## src/rtl/fb_rd_arbiter_if.sv

```systemverilog
`default_nettype none
// ============================================================================
//  Module   : fb_rd_arbiter_if
//  Brief    : Requester/BRAM-side bundle of the frame-buffer read arbiter.
//             The slave modport is the arbiter's view; master is the
//             view of whoever drives requests and the BRAM read data.
//  Revision : 1.0  initial release
// ============================================================================
interface fb_rd_arbiter_if #(
    parameter int ADDR_W = 15,
    parameter int DATA_W = 16
);
    logic              i_de;
    logic              i_frame;
    logic              i_disp_req;
    logic [ADDR_W-1:0] i_disp_addr;
    logic              o_disp_gnt;
    logic              o_disp_vld;
    logic [DATA_W-1:0] o_disp_data;
    logic              i_aux_req;
    logic [ADDR_W-1:0] i_aux_addr;
    logic              o_aux_gnt;
    logic              o_aux_vld;
    logic [DATA_W-1:0] o_aux_data;
    logic [ADDR_W-1:0] o_addrb;
    logic [DATA_W-1:0] i_doutb;
    logic              o_aux_starve;

    modport slave (
        input  i_de, i_frame,
        input  i_disp_req, i_disp_addr,
        input  i_aux_req, i_aux_addr,
        input  i_doutb,
        output o_disp_gnt, o_disp_vld, o_disp_data,
        output o_aux_gnt, o_aux_vld, o_aux_data,
        output o_addrb, o_aux_starve
    );

    modport master (
        output i_de, i_frame,
        output i_disp_req, i_disp_addr,
        output i_aux_req, i_aux_addr,
        output i_doutb,
        input  o_disp_gnt, o_disp_vld, o_disp_data,
        input  o_aux_gnt, o_aux_vld, o_aux_data,
        input  o_addrb, o_aux_starve
    );
endinterface
`default_nettype wire

```

## src/rtl/fb_rd_arbiter.sv

```systemverilog
`default_nettype none
// ============================================================================
//  Module   : fb_rd_arbiter
//  Brief    : Shares the frame-buffer BRAM read port between display scan-out
//             (owner 0) and an aux reader (owner 1). Strict display priority
//             while i_de=1, round-robin in blanking. A {valid,owner} tag pipe
//             follows each read through the BRAM latency and steers the
//             returned word to its owner.
//  Options  : FB_ARB_STARVE_GUARD_EN - when defined, an aux requester that has
//             waited AUX_MAX_WAIT cycles in priority mode wins one cycle over
//             display. Undefined: starvation is only reported on o_aux_starve.
//  Revision : 1.0  initial release
// ============================================================================
module fb_rd_arbiter #(
    parameter int ADDR_W       = 15,
    parameter int DATA_W       = 16,
    parameter int RD_LAT       = 1,
    parameter int AUX_MAX_WAIT = 64
) (
    input  logic               clk,
    input  logic               rst,
    fb_rd_arbiter_if.slave     bus
);

    localparam int                  c_WAIT_W   = $clog2(AUX_MAX_WAIT + 1);
    localparam logic [c_WAIT_W-1:0] c_WAIT_MAX = c_WAIT_W'(AUX_MAX_WAIT);

    // Round-robin pointer names the requester that wins the next tie.
    typedef enum logic [0:0] {
        RR_DISP = 1'b0,
        RR_AUX  = 1'b1
    } rr_t;

    rr_t                 r_rr_ptr;
    logic [ADDR_W-1:0]   r_addrb;
    logic [RD_LAT:0]     r_tag_vld;
    logic [RD_LAT:0]     r_tag_own;   // 1 = aux, 0 = display
    logic [c_WAIT_W-1:0] r_wait_cnt;

    logic                w_disp_gnt;
    logic                w_aux_gnt;
    logic                w_guard;
    logic                w_wait_full;
    logic [c_WAIT_W-1:0] w_wait_nxt;

    assign w_wait_full = (r_wait_cnt == c_WAIT_MAX);

`ifdef FB_ARB_STARVE_GUARD_EN
    // Starved aux steals exactly one priority-mode slot from display.
    assign w_guard = bus.i_aux_req && w_wait_full;
`else
    assign w_guard = 1'b0;
`endif

    // Grant selection; nothing is granted while reset is held.
    always_comb begin
        w_disp_gnt = 1'b0;
        w_aux_gnt  = 1'b0;
        if (!rst) begin
            if (bus.i_de) begin
                if (w_guard) begin
                    w_aux_gnt = 1'b1;
                end else if (bus.i_disp_req) begin
                    w_disp_gnt = 1'b1;
                end else if (bus.i_aux_req) begin
                    w_aux_gnt = 1'b1;
                end
            end else begin
                if (bus.i_disp_req && bus.i_aux_req) begin
                    w_disp_gnt = (r_rr_ptr == RR_DISP);
                    w_aux_gnt  = (r_rr_ptr == RR_AUX);
                end else begin
                    w_disp_gnt = bus.i_disp_req;
                    w_aux_gnt  = bus.i_aux_req;
                end
            end
        end
    end

    // Next aux wait count: saturating, cleared by grant, idle or frame start.
    always_comb begin
        w_wait_nxt = '0;
        if (bus.i_frame || !bus.i_aux_req || w_aux_gnt) begin
            w_wait_nxt = '0;
        end else if (w_wait_full) begin
            w_wait_nxt = r_wait_cnt;
        end else begin
            w_wait_nxt = r_wait_cnt + c_WAIT_W'(1);
        end
    end

    // Register the accepted address; hold it when nothing is granted.
    always_ff @(posedge clk) begin
        if (rst) begin
            r_addrb <= '0;
        end else if (w_disp_gnt) begin
            r_addrb <= bus.i_disp_addr;
        end else if (w_aux_gnt) begin
            r_addrb <= bus.i_aux_addr;
        end
    end

    // Tag pipe: stage RD_LAT lines up with the BRAM word for that read.
    always_ff @(posedge clk) begin
        if (rst) begin
            r_tag_vld <= '0;
            r_tag_own <= '0;
        end else begin
            r_tag_vld <= {r_tag_vld[RD_LAT-1:0], (w_disp_gnt | w_aux_gnt)};
            r_tag_own <= {r_tag_own[RD_LAT-1:0], w_aux_gnt};
        end
    end

    // Round-robin pointer: frame start re-arms display, else loser of last grant.
    always_ff @(posedge clk) begin
        if (rst) begin
            r_rr_ptr <= RR_DISP;
        end else if (bus.i_frame) begin
            r_rr_ptr <= RR_DISP;
        end else if (w_disp_gnt) begin
            r_rr_ptr <= RR_AUX;
        end else if (w_aux_gnt) begin
            r_rr_ptr <= RR_DISP;
        end
    end

    // Aux wait counter.
    always_ff @(posedge clk) begin
        if (rst) begin
            r_wait_cnt <= '0;
        end else begin
            r_wait_cnt <= w_wait_nxt;
        end
    end

    assign bus.o_disp_gnt   = w_disp_gnt;
    assign bus.o_aux_gnt    = w_aux_gnt;
    assign bus.o_addrb      = r_addrb;
    assign bus.o_disp_vld   = r_tag_vld[RD_LAT] & ~r_tag_own[RD_LAT];
    assign bus.o_aux_vld    = r_tag_vld[RD_LAT] &  r_tag_own[RD_LAT];
    assign bus.o_disp_data  = bus.i_doutb;
    assign bus.o_aux_data   = bus.i_doutb;
    // Pulse in the cycle whose closing edge brings the counter to its limit.
    assign bus.o_aux_starve = !rst && !w_wait_full && (w_wait_nxt == c_WAIT_MAX);

endmodule
`default_nettype wire

```

## src/flat_wrapper.sv

```systemverilog
// flat-port wrapper written by rule: the top's interface ports become plain ports
module fb_rd_arbiter_flat 
#(
    parameter int ADDR_W       = 15,
    parameter int DATA_W       = 16,
    parameter int RD_LAT       = 1,
    parameter int AUX_MAX_WAIT = 64
)
  (clk, rst, bus_i_de, bus_i_frame, bus_i_disp_req, bus_i_disp_addr, bus_i_aux_req, bus_i_aux_addr, bus_i_doutb, bus_o_disp_gnt, bus_o_disp_vld, bus_o_disp_data, bus_o_aux_gnt, bus_o_aux_vld, bus_o_aux_data, bus_o_addrb, bus_o_aux_starve);
  fb_rd_arbiter_if #(.ADDR_W(ADDR_W), .DATA_W(DATA_W)) bus_i ();
  input  logic clk;
  input  logic rst;
  input wire logic [$bits(bus_i.i_de)-1:0] bus_i_de;
  input wire logic [$bits(bus_i.i_frame)-1:0] bus_i_frame;
  input wire logic [$bits(bus_i.i_disp_req)-1:0] bus_i_disp_req;
  input wire logic [$bits(bus_i.i_disp_addr)-1:0] bus_i_disp_addr;
  input wire logic [$bits(bus_i.i_aux_req)-1:0] bus_i_aux_req;
  input wire logic [$bits(bus_i.i_aux_addr)-1:0] bus_i_aux_addr;
  input wire logic [$bits(bus_i.i_doutb)-1:0] bus_i_doutb;
  output wire logic [$bits(bus_i.o_disp_gnt)-1:0] bus_o_disp_gnt;
  output wire logic [$bits(bus_i.o_disp_vld)-1:0] bus_o_disp_vld;
  output wire logic [$bits(bus_i.o_disp_data)-1:0] bus_o_disp_data;
  output wire logic [$bits(bus_i.o_aux_gnt)-1:0] bus_o_aux_gnt;
  output wire logic [$bits(bus_i.o_aux_vld)-1:0] bus_o_aux_vld;
  output wire logic [$bits(bus_i.o_aux_data)-1:0] bus_o_aux_data;
  output wire logic [$bits(bus_i.o_addrb)-1:0] bus_o_addrb;
  output wire logic [$bits(bus_i.o_aux_starve)-1:0] bus_o_aux_starve;
  assign bus_i.i_de = bus_i_de;
  assign bus_i.i_frame = bus_i_frame;
  assign bus_i.i_disp_req = bus_i_disp_req;
  assign bus_i.i_disp_addr = bus_i_disp_addr;
  assign bus_i.i_aux_req = bus_i_aux_req;
  assign bus_i.i_aux_addr = bus_i_aux_addr;
  assign bus_i.i_doutb = bus_i_doutb;
  assign bus_o_disp_gnt = bus_i.o_disp_gnt;
  assign bus_o_disp_vld = bus_i.o_disp_vld;
  assign bus_o_disp_data = bus_i.o_disp_data;
  assign bus_o_aux_gnt = bus_i.o_aux_gnt;
  assign bus_o_aux_vld = bus_i.o_aux_vld;
  assign bus_o_aux_data = bus_i.o_aux_data;
  assign bus_o_addrb = bus_i.o_addrb;
  assign bus_o_aux_starve = bus_i.o_aux_starve;
  fb_rd_arbiter #(.ADDR_W(ADDR_W), .DATA_W(DATA_W), .RD_LAT(RD_LAT), .AUX_MAX_WAIT(AUX_MAX_WAIT)) u_core (.clk(clk), .rst(rst), .bus(bus_i));
endmodule
```

## config.mk

```make
export PLATFORM = sky130hd
export DESIGN_NAME = fb_rd_arbiter_flat
export DESIGN_NICKNAME = d
export VERILOG_FILES = /design/src/rtl/fb_rd_arbiter_if.sv /design/src/rtl/fb_rd_arbiter.sv /design/src/flat_wrapper.sv
export SDC_FILE = /design/constraint.sdc
export NUM_CORES = 1
export LEC_CHECK = 0
export ABC_AREA = 1
export BUFFER_PORTS_ARGS = -buffer_cell sky130_fd_sc_hd__buf_4
export CORE_AREA = 8 8 76 78
export CTS_CLUSTER_SIZE = 8
export DETAILED_ROUTE_END_ITERATION = 7
export DIE_AREA = 0 0 84 86
export PLACE_DENSITY = 0.77
export SYNTH_ARGS = -nofsm -noshare
export SYNTH_HDL_FRONTEND = slang
export SYNTH_SLANG_ARGS = --single-unit
export TNS_END_PERCENT = 50
```

## constraint.sdc

```tcl
create_clock -name clk -period 1.47 [get_ports clk]
set_input_delay 0.147 -clock clk [delete_from_list [all_inputs] [get_ports clk]]
set_output_delay 0.147 -clock clk [all_outputs]
set_load 0.05 [all_outputs]
```

==> load_flow_metrics.sql, run 1 <==
INSERT INTO impl_metrics (metric_group, metric, value, unit) VALUES
('timing', 'worstMarginPinSlew', '0.3518', 'ns'),
('placed_design', 'placement.io_buffers', '55', ''),
('synth', 'synth.area.mux_share', '0', '%'),
('power_and_ir_drop', 'combinationalPowerShare', '26.6', '%'),
('drt', 'route.detailed.wl_per_inst', '12.71', 'µm'),
('power_and_ir_drop', 'powerDensity', '816.5', 'nW/µm²'),
('finish', 'antennaDiodeCount', '0', ''),
('worst_setup_path', 'timing.critical_path.cells', 'ha_4 > nand3_4 > nand2_1 > nand2_1 > nand3_2 > nand3_2 > nor2_1 > nand2_1 > nor2_4 > buf_8', ''),
('timing', 'whs', '0.02540', 'ns'),
('drt', 'route.final.wire_length', '3902', 'µm'),
('worst_setup_path', 'r2r_slack', '0.20', 'ns'),
('clock_network', 'clock_transition_at_path_regs', '0.09', 'ns'),
('synth', 'yosysUniqueCellTypes', '19', ''),
('power_and_ir_drop', 'sequential_fraction_of_design_power', '47.7', '%'),
('finish', 'num-fill-cells', '466', ''),
('synth', 'synth_seq_area_share', '34.70', '%'),
('floorplan', 'rows', '25', ''),
('floorplan', 'floorplan.die_area', '7224', 'µm²'),
('floorplan', 'boundaryPins', '104', ''),
('placed_design', 'gp_congestion', '0.9045', ''),
('worst_setup_path', 'cp_num_buf_inv', '1', ''),
('floorplan', 'fp.dieH', '86', 'µm'),
('floorplan', 'fp.coreArea', '4598', 'µm²'),
('clock_network', 'cts_buf_count', '3', ''),
('timing', 'clk_skew', '0.002230', 'ns'),
('worst_setup_path', 'crit_path_class', 'flop to primary output', ''),
('outcome', 'failing_checks', 'negative setup slack', ''),
('synth', 'postSynthRegisterBits', '27', ''),
('power_and_ir_drop', 'intPower', '1.141', 'mW'),
('drt', 'met1_length', '1613', 'µm'),
('drt', 'number_of_drc_markers_in_iteration_0', '43', ''),
('synth', 'synth_xor_xnor_area_share', '0.5622', '%'),
('timing', 'final.setup.worst_slack', '-0.2956', 'ns'),
('min_path', 'worst_hold_path_type', 'input pin to flop', ''),
('finish', 'finalNetCount', '308', ''),
('power_and_ir_drop', 'switching_power_total', '519.2', 'µW'),
('synth', 'post_synth_inst_count', '222', ''),
('timing', 'finalWorstPathRequiredPeriod', '1.766', 'ns'),
('worst_setup_path', 'cp_max_fo', '3', ''),
('clock_network', 'cts_tree', 'yes', ''),
('placed_design', 'hpwlAfterDp', '2985', 'µm'),
('timing', 'grt_setup_unrepaired', 'true', ''),
('grt', 'grt_antenna_before_repair', '0', ''),
('outcome', 'run_status', 'complete, but fails checks', ''),
('synth', 'post_synth_adder_cell_area', '1.606', '%'),
('synth', 'synth.net_count', '276', ''),
('drt', 'drt_pass1_iterations', '4', ''),
('worst_setup_path', 'worstPathRequired', '1.32', 'ns'),
('finish', 'post_route_cells_drive_above_1_share', '39.13', '%'),
('floorplan', 'die_width', '84', 'µm'),
('synth', 'postSynthAreaPerCell', '7.017', 'µm²'),
('power_and_ir_drop', 'sw_frac_of_total', '31.28', '%'),
('clock_network', 'cts_sinks', '27', ''),
('timing', 'period_share', '120.1', '%'),
('floorplan', 'initial_core_util', '33.88', '%'),
('clock_network', 'cts_hold_repair.buffers', '0', ''),
('clock_network', 'clk_latency', '0.27', 'ns'),
('clock_network', 'cts_setup_buffers', '0', ''),
('drt', 'detailroute.via_count', '1406', ''),
('timing', 'setup_viol_count_final', '1', ''),
('grt', 'grt_usage', '10.68', '%'),
('worst_setup_path', 'critical_path_arrival', '1.62', 'ns'),
('grt', 'wire_length_of_the_first_global_routing_pass', '6534', 'µm'),
('timing', 'timing_hold_violations_final', '0', ''),
('drt', 'antenna_left', '0', ''),
('clock_network', 'ctsLongestPathBuffers', '2', ''),
('drt', 'drt_drc_violations_left', '0', ''),
('finish', 'postLayoutCellArea', '2033', 'µm²'),
('synth', 'synth-warning-count', '0', ''),
('drt', 'dr_wl_met3', '304', 'µm'),
('synth', 'synth_compound_gate_area_share', '9.317', '%');
per-stage QoR:
stage	cells	utilization, %	power, mW	setup WS, ns	TNS [ns]
2_1_floorplan	222	-	1.299	-0.001751	-0.001751
3_3_place_gp	303	40.93	1.239	-0.01962	-0.01962
3_5_place_dp	303	40.93	1.246	-0.05257	-0.05257
4_1_cts	307	43.35	1.690	-0.3038	-0.3038
5_1_grt	307	44.22	1.764	-0.4147	-0.4147
6_report	307	44.22	1.660	-0.2956	-0.2956
worst reg2reg max path: stages, from the launching register on:
cell and delay, ns:
dfxtp_2 0.34, nand2_1 0.07, nand2_2 0.06, nand2_4 0.10, buf_6 0.16, inv_8 0.06
buf_12 0.13, nand2_1 0.05, nand3_1 0.06, o211ai_1 0.09, inv_1 0.05
worst paths after layout:
path                        start  cells after the start                     end
min                   bus_i_frame                      2         u_core.r_rr_ptr
max reg2reg       u_core.r_rr_ptr                     10  u_core.bus.o_addrb[12]
max          u_core.r_wait_cnt[1]                     10        bus_o_aux_starve
min reg2reg   u_core.r_tag_vld[0]                      2     u_core.r_tag_vld[1]
power by group through the flow:
stage	registers (mW)	clock network, mW	logic, mW
after floorplan	0.919	0	0.380
after global placement	0.810	0	0.429
after global routing	0.797	0.487	0.480
final	0.792	0.426	0.442
after detailed placement	0.810	0	0.436
after CTS	0.792	0.454	0.443
layout make-up:
cell class / instances / area [µm²] / share of cell area [%]
clock buffers: 3 / 41.29 / 2.031
clock inverters: 1 / 5.005 / 0.2462
inverters: 31 / 126.4 / 6.215
multi-input cells: 123 / 686.9 / 33.78
flip-flops and latches: 27 / 551.8 / 27.14
well taps: 54 / 67.56 / 3.323
repair buffers: 68 / 554.3 / 27.26
timing repair:
action | 4_1_cts | 5_1_grt
setup endpoints to repair | 2 | 3
gates resized for setup | 19 | 12
pin swaps | 8 | 9
synth_stat cells (all sizes together):
master | count | area share, %
nand4 | 4 | 1.6
buf | 41 | 19
ha | 2 | 1.6
a21o | 1 | 0.48
xor2 | 1 | 0.56
nor3 | 4 | 1.3
o211ai | 15 | 7.2
nand2 | 50 | 12
a21oi | 2 | 0.64
dfxtp | 27 | 35
nor2 | 18 | 4.7
nand3 | 24 | 7.7
o21bai | 2 | 0.96
inv | 31 | 7.5
cell families (layout without fill, tap and decap cells):
| logic type | after synthesis | after routing |
|---|---|---|
| compound gates | 20 | 20 |
| xor+xnor | 1 | 1 |
| fa+ha+maj | 2 | 2 |
| buf+inv | 72 | 103 |
| flops | 27 | 27 |
| simple gates | 100 | 100 |
metal layers:
layer,vias to the layer above,track usage [%]
met4,0,2.512
met5,-,0
met2,37,19.30
li1,736,-
met1,627,10.85
met3,6,5.024
registers in the layout, summed over array words and instances, names as in the netlist:
register	cells
u_core.r_tag_own	2
u_core.bus.o_addrb	15
u_core.r_rr_ptr	1
u_core.r_wait_cnt	7
u_core.r_tag_vld	2
placed cells by master (no fill, tap or decap), drive strengths merged, types with 3 or more instances in the layout:
| master | instances |
|---|---|
| o211ai | 15 |
| nand4 | 4 |
| buf | 68 |
| nor3 | 4 |
| dfxtp | 27 |
| nand3 | 24 |
| clkbuf | 3 |
| nor2 | 18 |
| nand2 | 50 |
| inv | 31 |
No activity file was read; power rests on OpenSTA's default activity.
==> run 2, diff against run 1 <==
- CTS_CLUSTER_DIAMETER: unset -> 100
- SETUP_SLACK_MARGIN: unset -> 0.1
==> load_flow_metrics.sql, run 2 (synthesis gave the netlist of run 1 again) <==
INSERT INTO impl_metrics (metric_group, metric, value, unit) VALUES
('outcome', 'run_status', 'complete, but fails checks', ''),
('outcome', 'failing_checks', 'negative setup slack', ''),
('power_and_ir_drop', 'powerDensity', '805.2', 'nW/µm²'),
('floorplan', 'fp.coreArea', '4598', 'µm²'),
('floorplan', 'die_width', '84', 'µm'),
('clock_network', 'clk_latency', '0.27', 'ns'),
('placed_design', 'placement.io_buffers', '55', ''),
('timing', 'setup_viol_count_final', '1', ''),
('worst_setup_path', 'worst_setup_ep_type', 'primary output', ''),
('drt', 'detailroute.via_count', '1419', ''),
('timing', 'period_share', '120.2', '%'),
('clock_network', 'cts_tree', 'yes', ''),
('finish', 'num-fill-cells', '465', ''),
('timing', 'timing.final.max_slew_violations', '0', ''),
('worst_setup_path', 'startpoint_type', 'flop', ''),
('drt', 'drt_pass1_iterations', '4', ''),
('floorplan', 'rows', '25', ''),
('finish', 'antennaDiodeCount', '0', ''),
('drt', 'route.detailed.wl_per_inst', '12.94', 'µm'),
('drt', 'drt_drc_violations_left', '0', ''),
('timing', 'final.setup.worst_slack', '-0.2971', 'ns'),
('floorplan', 'floorplan.die_area', '7224', 'µm²'),
('grt', 'grt_antenna_before_repair', '0', ''),
('drt', 'antenna_left', '0', ''),
('finish', 'regArea', '551.8', 'µm²'),
('power_and_ir_drop', 'clock_power_share', '25.6', '%'),
('worst_setup_path', 'worstPathRequired', '1.32', 'ns'),
('finish', 'post_route_cells_drive_above_1_share', '40.78', '%'),
('timing', 'finalWorstPathRequiredPeriod', '1.767', 'ns'),
('power_and_ir_drop', 'max_rail_drop_vdd', '484.7', 'µV'),
('power_and_ir_drop', 'sw_frac_of_total', '31.44', '%'),
('power_and_ir_drop', 'total_leakage_power', '1.072', 'nW'),
('finish', 'post-route-util', '45.25', '%'),
('finish', 'finalNetCount', '310', ''),
('finish', 'multi_input_comb_area', '701.9', 'µm²'),
('floorplan', 'initial_core_util', '33.88', '%'),
('timing', 'worstMarginPinSlew', '0.3544', 'ns'),
('worst_setup_path', 'critical_path_arrival', '1.62', 'ns'),
('clock_network', 'cts_buf_count', '3', ''),
('clock_network', 'clk_root_buffer_cell', 'clkbuf_8', ''),
('drt', 'number_of_drc_markers_in_iteration_0', '56', ''),
('floorplan', 'boundaryPins', '104', ''),
('power_and_ir_drop', 'intPower', '1.149', 'mW'),
('grt', 'wire_length_of_the_first_global_routing_pass', '6575', 'µm'),
('clock_network', 'htree_levels', '1', ''),
('power_and_ir_drop', 'sequential_fraction_of_design_power', '47.3', '%'),
('finish', 'most-common-layout-cells', '64 x buf_4, 44 x nand2_1, 24 x inv_1', ''),
('worst_setup_path', 'cp_max_fo', '3', ''),
('finish', 'largest_register_ff_count', '15', ''),
('run', 'timing.max_cap.violations', '0', ''),
('power_and_ir_drop', 'switching_power_total', '526.8', 'µW'),
('grt', 'number_of_global_route_vias_before_repair', '1444', ''),
('grt', 'overflow', '0', ''),
('worst_setup_path', 'crit_path_class', 'flop to primary output', ''),
('power_and_ir_drop', 'combinationalPowerShare', '27.2', '%'),
('timing', 'achievable-frequency', '565.9', 'MHz'),
('floorplan', 'fp.dieH', '86', 'µm'),
('clock_network', 'ctsLongestPathBuffers', '2', ''),
('min_path', 'worst_hold_path_type', 'input pin to flop', ''),
('drt', 'via_per_inst', '4.592', ''),
('timing', 'clk_skew', '0.002365', 'ns'),
('timing', 'timing_hold_violations_final', '0', ''),
('finish', 'layout_commonest_cell', 'buf_4', ''),
('timing', 'grt_setup_unrepaired', 'true', ''),
('clock_network', 'cts_hold_repair.buffers', '0', ''),
('timing', 'timing.max_slew.rel_slack', '76.29', '%'),
('grt', 'grt_start_max_net_pins', '33', ''),
('drt', 'route.final.wire_length', '3997', 'µm'),
('placed_design', 'gp_congestion', '0.9045', ''),
('finish', 'flow.area_growth_from_synthesis', '33.57', '%'),
('power_and_ir_drop', 'fin_total_pwr', '1.675', 'mW'),
('placed_design', 'hpwlAfterDp', '2985', 'µm'),
('clock_network', 'cts_sinks', '27', ''),
('grt', 'grt_usage', '10.76', '%'),
('clock_network', 'clock_transition_at_path_regs', '0.10', 'ns');
## run 2: changes by cell type in the layout (fill, tap and decap cells not counted)
cell,before,now
clkinv_8,0,1
nand2_4,1,2
buf_4,63,64
nand2_1,46,44
nand2_2,3,4
inv_8,1,0
buf_12,2,3
nand3_2,4,5
nand3_1,19,18
## run 2: worst max-delay path, cell delays in order, from the launching register on
cell and delay (ns):
dfxtp_4 0.39, ha_4 0.16, nand3_4 0.08, nand2_1 0.07
nand2_1 0.06, nand3_2 0.08, nand3_2 0.07, nor2_1 0.08
nand2_1 0.09, nor2_4 0.12, buf_8 0.15
## run 2: through the flow
| stage | area, µm² | setup WS [ns] | TNS [ns] | std cells | hold WS (ns) |
|---|---|---|---|---|---|
| 4_1_cts | 2011 | -0.3038 | -0.3038 | 308 | 0.009635 |
| 6_report | 2081 | -0.2971 | -0.2971 | 309 | 0.02516 |
| 5_1_grt | 2081 | -0.4147 | -0.4147 | 309 | 0.006453 |
| 2_1_floorplan | 1573 | -0.001751 | -0.001751 | 222 | 0.2161 |
| 3_3_place_gp | 1882 | -0.01962 | -0.01962 | 303 | 0.2945 |
| 3_5_place_dp | 1882 | -0.05257 | -0.05257 | 303 | 0.2945 |
## run 2: power groups by stage
stage / Sequential [mW] / Combinational, mW / Clock, mW
floorplan: 0.919 / 0.380 / 0
global placement: 0.810 / 0.429 / 0
detailed placement: 0.810 / 0.436 / 0
CTS: 0.792 / 0.449 / 0.454
global route: 0.797 / 0.493 / 0.487
finish: 0.792 / 0.455 / 0.428
## run 2: path summary, 6_finish.rpt
| kind | startpoint | to | slack (ns) | cells past startpoint |
|---|---|---|---|---|
| hold / removal | bus_i_frame | u_core.r_rr_ptr | 0.03 | 2 |
| setup / recovery | u_core.r_wait_cnt[0] | bus_o_aux_starve | -0.30 | 10 |
| hold reg to reg | u_core.r_tag_vld[0] | u_core.r_tag_vld[1] | 0.41 | 2 |
| setup reg to reg | u_core.r_rr_ptr | u_core.bus.o_addrb[7] | 0.22 | 10 |
## run 2: per-layer routing
layer | wire [µm] | vias to the layer above | GRT usage, % | share of wire, %
met1 | 1649 | 636 | 10.85 | 41
met4 | 21 | 0 | 2.512 | 0.53
met3 | 306 | 6 | 5.024 | 7.7
met5 | 0 | - | 0 | 0
met2 | 2020 | 39 | 19.58 | 51
li1 | - | 738 | - | -
## run 2: layout make-up
type	instances	area share [%]
Multi-Input combinational cell	123	33.73
Timing Repair Buffer	70	27.96
Sequential cell	27	26.52
Inverter	31	6.314
Tap cell	54	3.247
Clock buffer	3	1.984
Clock inverter	1	0.2405
## run 2: repair_timing
item | CTS | global route
pin swaps | 8 | 9
buffers inserted | 1 | 1
resized for setup | 22 | 17
endpoints found under the setup margin | 11 | 10
